## src/rtl/sram_ctrl.sv

```systemverilog
// sram_ctrl: bus-side initiator for the 8-bit asynchronous SRAM (512 KiB).
// Turns single-byte read/write requests into timed CE#/OE#/WE# sequences.
// Each access runs SETUP -> ACCESS -> HOLD -> RECOVER, and only one access
// is in flight at a time. Every pin output is a flop, so there is no
// combinational path from the request inputs to the pads.

`ifndef IOR_DIR_OUT
`define IOR_DIR_OUT 1'b1
`endif
`ifndef IOR_DIR_IN
`define IOR_DIR_IN 1'b0
`endif

module sram_ctrl #(
    parameter int unsigned RD_WAIT = 2,  // OE# low cycles per read, 1..15
    parameter int unsigned WR_WAIT = 2,  // WE# low cycles per write, 1..15
    parameter int unsigned TURN    = 1   // CE# high idle cycles after an access, 0..7
) (
    input  logic        clk,
    input  logic        rstn,
    input  logic        req,
    input  logic        we,
    input  logic [18:0] addr,
    input  logic [7:0]  wdata,
    output logic        rdy,
    output logic        resp,
    output logic [7:0]  rdata,
    output logic        sram_ce_bar,
    output logic        sram_oe_bar,
    output logic        sram_we_bar,
    output logic        sram_data_dir,
    output logic [7:0]  sram_data_out,
    input  logic [7:0]  sram_data_in,
    output logic [18:0] sram_addr
);

    typedef enum logic [2:0] {
        IDLE,
        SETUP,
        ACCESS,
        HOLD,
        RECOVER
    } state_t;

    localparam logic [3:0] RD_CNT   = 4'(RD_WAIT);
    localparam logic [3:0] WR_CNT   = 4'(WR_WAIT);
    localparam logic [3:0] TURN_CNT = 4'(TURN);

    state_t     state;
    logic       write_op;   // direction of the access in flight
    logic [3:0] wait_cnt;   // shared down-counter for ACCESS and RECOVER

    // The controller is ready exactly when it is idle.
    assign rdy = (state == IDLE);

    // The pin values for the next cycle are set on the edge that enters that
    // cycle's state, so each pin toggles in the same cycle its state begins.
    // The counter is only decremented while above 1, so it can never wrap.
    always_ff @(posedge clk or negedge rstn) begin
        if (!rstn) begin
            state         <= IDLE;
            write_op      <= 1'b0;
            wait_cnt      <= 4'd0;
            resp          <= 1'b0;
            rdata         <= 8'd0;
            sram_ce_bar   <= 1'b1;
            sram_oe_bar   <= 1'b1;
            sram_we_bar   <= 1'b1;
            sram_data_dir <= `IOR_DIR_IN;
            sram_data_out <= 8'd0;
            sram_addr     <= 19'd0;
        end else begin
            resp <= 1'b0;
            case (state)
                IDLE: begin
                    if (req) begin
                        // Capture the operands; address and write data
                        // reach the pads before either strobe falls.
                        write_op    <= we;
                        sram_addr   <= addr;
                        sram_ce_bar <= 1'b0;
                        if (we) begin
                            sram_data_dir <= `IOR_DIR_OUT;
                            sram_data_out <= wdata;
                        end else begin
                            sram_data_dir <= `IOR_DIR_IN;
                        end
                        state <= SETUP;
                    end
                end
                SETUP: begin
                    // Only one strobe is lowered, and CE# is already low.
                    if (write_op) begin
                        wait_cnt    <= WR_CNT;
                        sram_we_bar <= 1'b0;
                    end else begin
                        wait_cnt    <= RD_CNT;
                        sram_oe_bar <= 1'b0;
                    end
                    state <= ACCESS;
                end
                ACCESS: begin
                    if (wait_cnt <= 4'd1) begin
                        // Last strobe cycle: sample read data while OE# is
                        // still low, then raise both strobes for the hold cycle.
                        if (!write_op) begin
                            rdata <= sram_data_in;
                        end
                        sram_oe_bar <= 1'b1;
                        sram_we_bar <= 1'b1;
                        resp        <= 1'b1;
                        state       <= HOLD;
                    end else begin
                        wait_cnt <= wait_cnt - 4'd1;
                    end
                end
                HOLD: begin
                    // Address and data have now been held for one cycle past
                    // the strobe; release the chip and the data pads.
                    sram_ce_bar   <= 1'b1;
                    sram_data_dir <= `IOR_DIR_IN;
                    if (TURN_CNT != 4'd0) begin
                        wait_cnt <= TURN_CNT;
                        state    <= RECOVER;
                    end else begin
                        state <= IDLE;
                    end
                end
                RECOVER: begin
                    if (wait_cnt <= 4'd1) begin
                        state <= IDLE;
                    end else begin
                        wait_cnt <= wait_cnt - 4'd1;
                    end
                end
                default: begin
                    state <= IDLE;
                end
            endcase
        end
    end

endmodule

```

## config.mk

```make
export PLATFORM = sky130hd
export DESIGN_NAME = sram_ctrl
export DESIGN_NICKNAME = d
export VERILOG_FILES = /design/src/rtl/sram_ctrl.sv
export SDC_FILE = /design/constraint.sdc
export NUM_CORES = 1
export LEC_CHECK = 0
export ABC_AREA = 1
export BUFFER_PORTS_ARGS = -buffer_cell sky130_fd_sc_hd__buf_2
export CAP_MARGIN = 5
export CORE_ASPECT_RATIO = 0.5
export CORE_MARGIN = 3
export CORE_UTILIZATION = 40
export CTS_BUF_LIST = sky130_fd_sc_hd__clkbuf_8
export CTS_CLUSTER_DIAMETER = 200
export DETAILED_ROUTE_END_ITERATION = 12
export HOLD_SLACK_MARGIN = 0.02
export PLACE_DENSITY_LB_ADDON = 0.12
export SYNTH_ARGS = -nofsm -noshare
export SYNTH_HDL_FRONTEND = slang
export SYNTH_SLANG_ARGS = --single-unit
```

## constraint.sdc

```tcl
create_clock -name clk -period 3.34 [get_ports clk]
set_clock_uncertainty 0.1 [all_clocks]
set_input_delay 0.668 -clock clk [delete_from_list [all_inputs] [get_ports clk]]
set_output_delay 0.668 -clock clk [all_outputs]
set_load 0.01 [all_outputs]
```

==> impl_metrics.ini <==
[run_status]
status = complete, no violations

[setup_path]
setup.worst_path.class = flip-flop to output pin
crit_fanout = 6
crit_required_ps = 2570
end_kind = output pin
start_kind = flip-flop
worstPathArrival_ps = 1200

[cts]
h-tree-depth = 2
clk_pin_slew_worst_paths_ps = 80
post_cts_buffers = 0
cts_resized = 0
holdBufCountCts = 0
cts.path.max_buffers = 2
clkSinkCount = 48
clk_latency_ps = 290
cts_tree = yes
clock-root-buffer = clkbuf_8
cts_buffers = 5

[logic_synthesis]
synth_area_um2 = 2020
synth.area.mux_share_pct = 0
synth-seq-cells = 48
synthAdderAreaFrac_pct = 1.24
synth_area_per_cell_um2 = 8.57
synth-simple-area-share_pct = 33.4
ys.warnings.count = 0
synth_top_family_by_area = simple AND/OR/NAND/NOR gates
synth_cell_types = 20
synth-compound-area-share_pct = 0.495
netlist_instances = 236
synth_fp_nets = 277
synth_seq_area_share_pct = 59.6
synth_xor_area_share_pct = 0.433

[pwr]
netSwitchingPower_uw = 1020
total_power_uw = 2470
internal-power_uw = 1450
seq_power_share_pct = 41.8
p_leak_uw = 0.00152
power_density_nw_per_um2 = 965
combPwrFrac_pct = 44.0
power.share.switching_pct = 41.5
clockPowerShare_pct = 14.2
ir_drop_v = 0.000529

[final_layout]
multi_input_area_um2 = 719
register_area_um2 = 1200
syn_to_final_growth_pct = 26.6
drive_above_1_share_pct = 30.8
fin_cells = 384
final_net_count = 358
fin_area_um2 = 2560
fin_util_pct = 55.2
n_antenna_cell = 0
fillers = 488

[floorplanning]
start_util_pct = 43.6
pin_count = 80
rows = 17
die_x_um = 107
die_h_um = 56.3
dieArea_um2 = 6000
coreArea_um2 = 4640

[timing]
setup_viol_count_final = 0
max_freq_mhz = 509
worst_pin_slew_ps = 1040
rsz0062_at_grt = no
period_share_pct = 58.8
min_period_ps = 1960
tns_ps = 0
hold_viol_final = 0
drv_slew = 0
max-slew-margin-rel_pct = 30.7

[routing]
first_iter_violations = 58
vias = 1736
wl_per_cell_um = 11.3
drtAntennaViolNets = 0
routed_wirelength_um = 4330
remaining_drc_errors = 0
drt-pass1-iter-count = 4
vias_per_cell = 4.52

[placed_design]
post-place-cells = 376
place.port_buffers = 79
place_area_um2 = 2470
gp_congestion = 0.780
dp_hpwl_um = 3110

[global_routing]
grt_pass1_vias = 1607
gr-usage-all-layers_pct = 15.2
overflow = 0
antenna_found_initial = 0
grt_max_degree = 49
grt_pass1_wl_um = 7380

[run]
drv_cap = 0

[worst_hold_path]
hp-class = flip-flop to flip-flop
-- cell type report --
cell class,count,share of cell area (%)
clock buffer,6,3.23
multi-input combinational,167,28.1
timing repair buffer,80,15.7
tap,66,3.23
sequential,48,47.1
inverter,15,2.20
clock inverter,2,0.440
-- registers in the layout (all words and copies together) (netlist names) --
name and count:
write_op 1, sram_data_dir 1, sram_oe_bar 1, wait_cnt 4, sram_we_bar 1, sram_data_out 8, sram_addr 19, state 3
resp 1, rdata 8, sram_ce_bar 1
-- per-layer routing --
layer	vias to the layer above	share of wire, %	global-route usage [%]
li1	886	-	-
met4	0	0.46	2.19
met2	42	47	25.6
met1	804	46	19.7
met3	4	6.6	5.28
met5	-	0	0
-- stage by stage --
| step | setup slack, ps | hold WS, ps |
|---|---|---|
| after floorplan | 1840 | 272 |
| after detailed placement | 1300 | 353 |
| final | 1380 | 367 |
| after global routing | 1300 | 393 |
| after global placement | 1340 | 351 |
| after CTS | 1380 | 371 |
-- worst max-delay path: stages (launching register included) --
cell and delay, ps:
dfrtp_1 460, nor2_2 160, nand2_2 90, inv_1 70, buf_2 120
-- cell usage in the layout, fill, tap and decap left out, drive strengths merged --
cell type / count
and3: 1
buf: 80
clkbuf: 6
clkinv: 1
clkinvlp: 1
dfrtp: 45
dfstp: 3
ha: 2
inv: 15
nand2: 126
nand3: 26
nand4: 1
nor2: 8
o21ai: 2
xnor2: 1
-- path summary, 6_finish.rpt --
path,slack [ps],depth (start not counted),startpoint,to
min in group asynchronous,450,1,rstn,sram_addr[1]$_DFFE_PN0P_
max,1380,4,state[0]$_DFFE_PN0P_,rdy
min,370,2,sram_we_bar$_DFFE_PN1P_,sram_we_bar$_DFFE_PN1P_
min reg2reg,370,2,sram_we_bar$_DFFE_PN1P_,sram_we_bar$_DFFE_PN1P_
max in group asynchronous,2050,1,rstn,rdata[3]$_DFFE_PN0P_
max reg2reg,1460,7,state[0]$_DFFE_PN0P_,sram_addr[2]$_DFFE_PN0P_
-- cell usage after synthesis --
library cell,n,area (um^2)
and3_1,1,6.26
buf_2,3,15.0
buf_6,2,22.5
clkbuf_1,1,3.75
clkinv_1,1,3.75
dfrtp_1,45,1130
dfstp_2,3,78.8
ha_1,2,25.0
inv_1,12,45.0
inv_2,2,7.51
nand2_1,122,458
nand2_2,2,12.5
nand2_4,2,22.5
nand3_1,26,130
nand4_1,1,6.26
nor2_1,6,22.5
nor2_2,1,6.26
nor2_4,1,11.3
o21ai_0,2,10.0
xnor2_1,1,8.76
-- power by group through the flow --
| stage | Clock, uW | Sequential [uW] | Combinational, uW |
|---|---|---|---|
| finish | 350 | 1030 | 1090 |
| global route | 388 | 1080 | 1250 |
| CTS | 364 | 1040 | 1110 |
| detailed placement | 0 | 1040 | 1110 |
| global placement | 0 | 1040 | 1080 |
| floorplan | 0 | 1140 | 613 |
-- kinds of logic after synthesis --
| logic type | after synthesis |
|---|---|
| AO/OA/AOI/OAI | 2 |
| XOR/XNOR | 1 |
| adder cells (fa/ha/maj) | 2 |
| buffers and inverters | 21 |
| flip-flops | 48 |
| AND/OR/NAND/NOR | 162 |
Note: power is estimated with default switching activity, not from simulation.
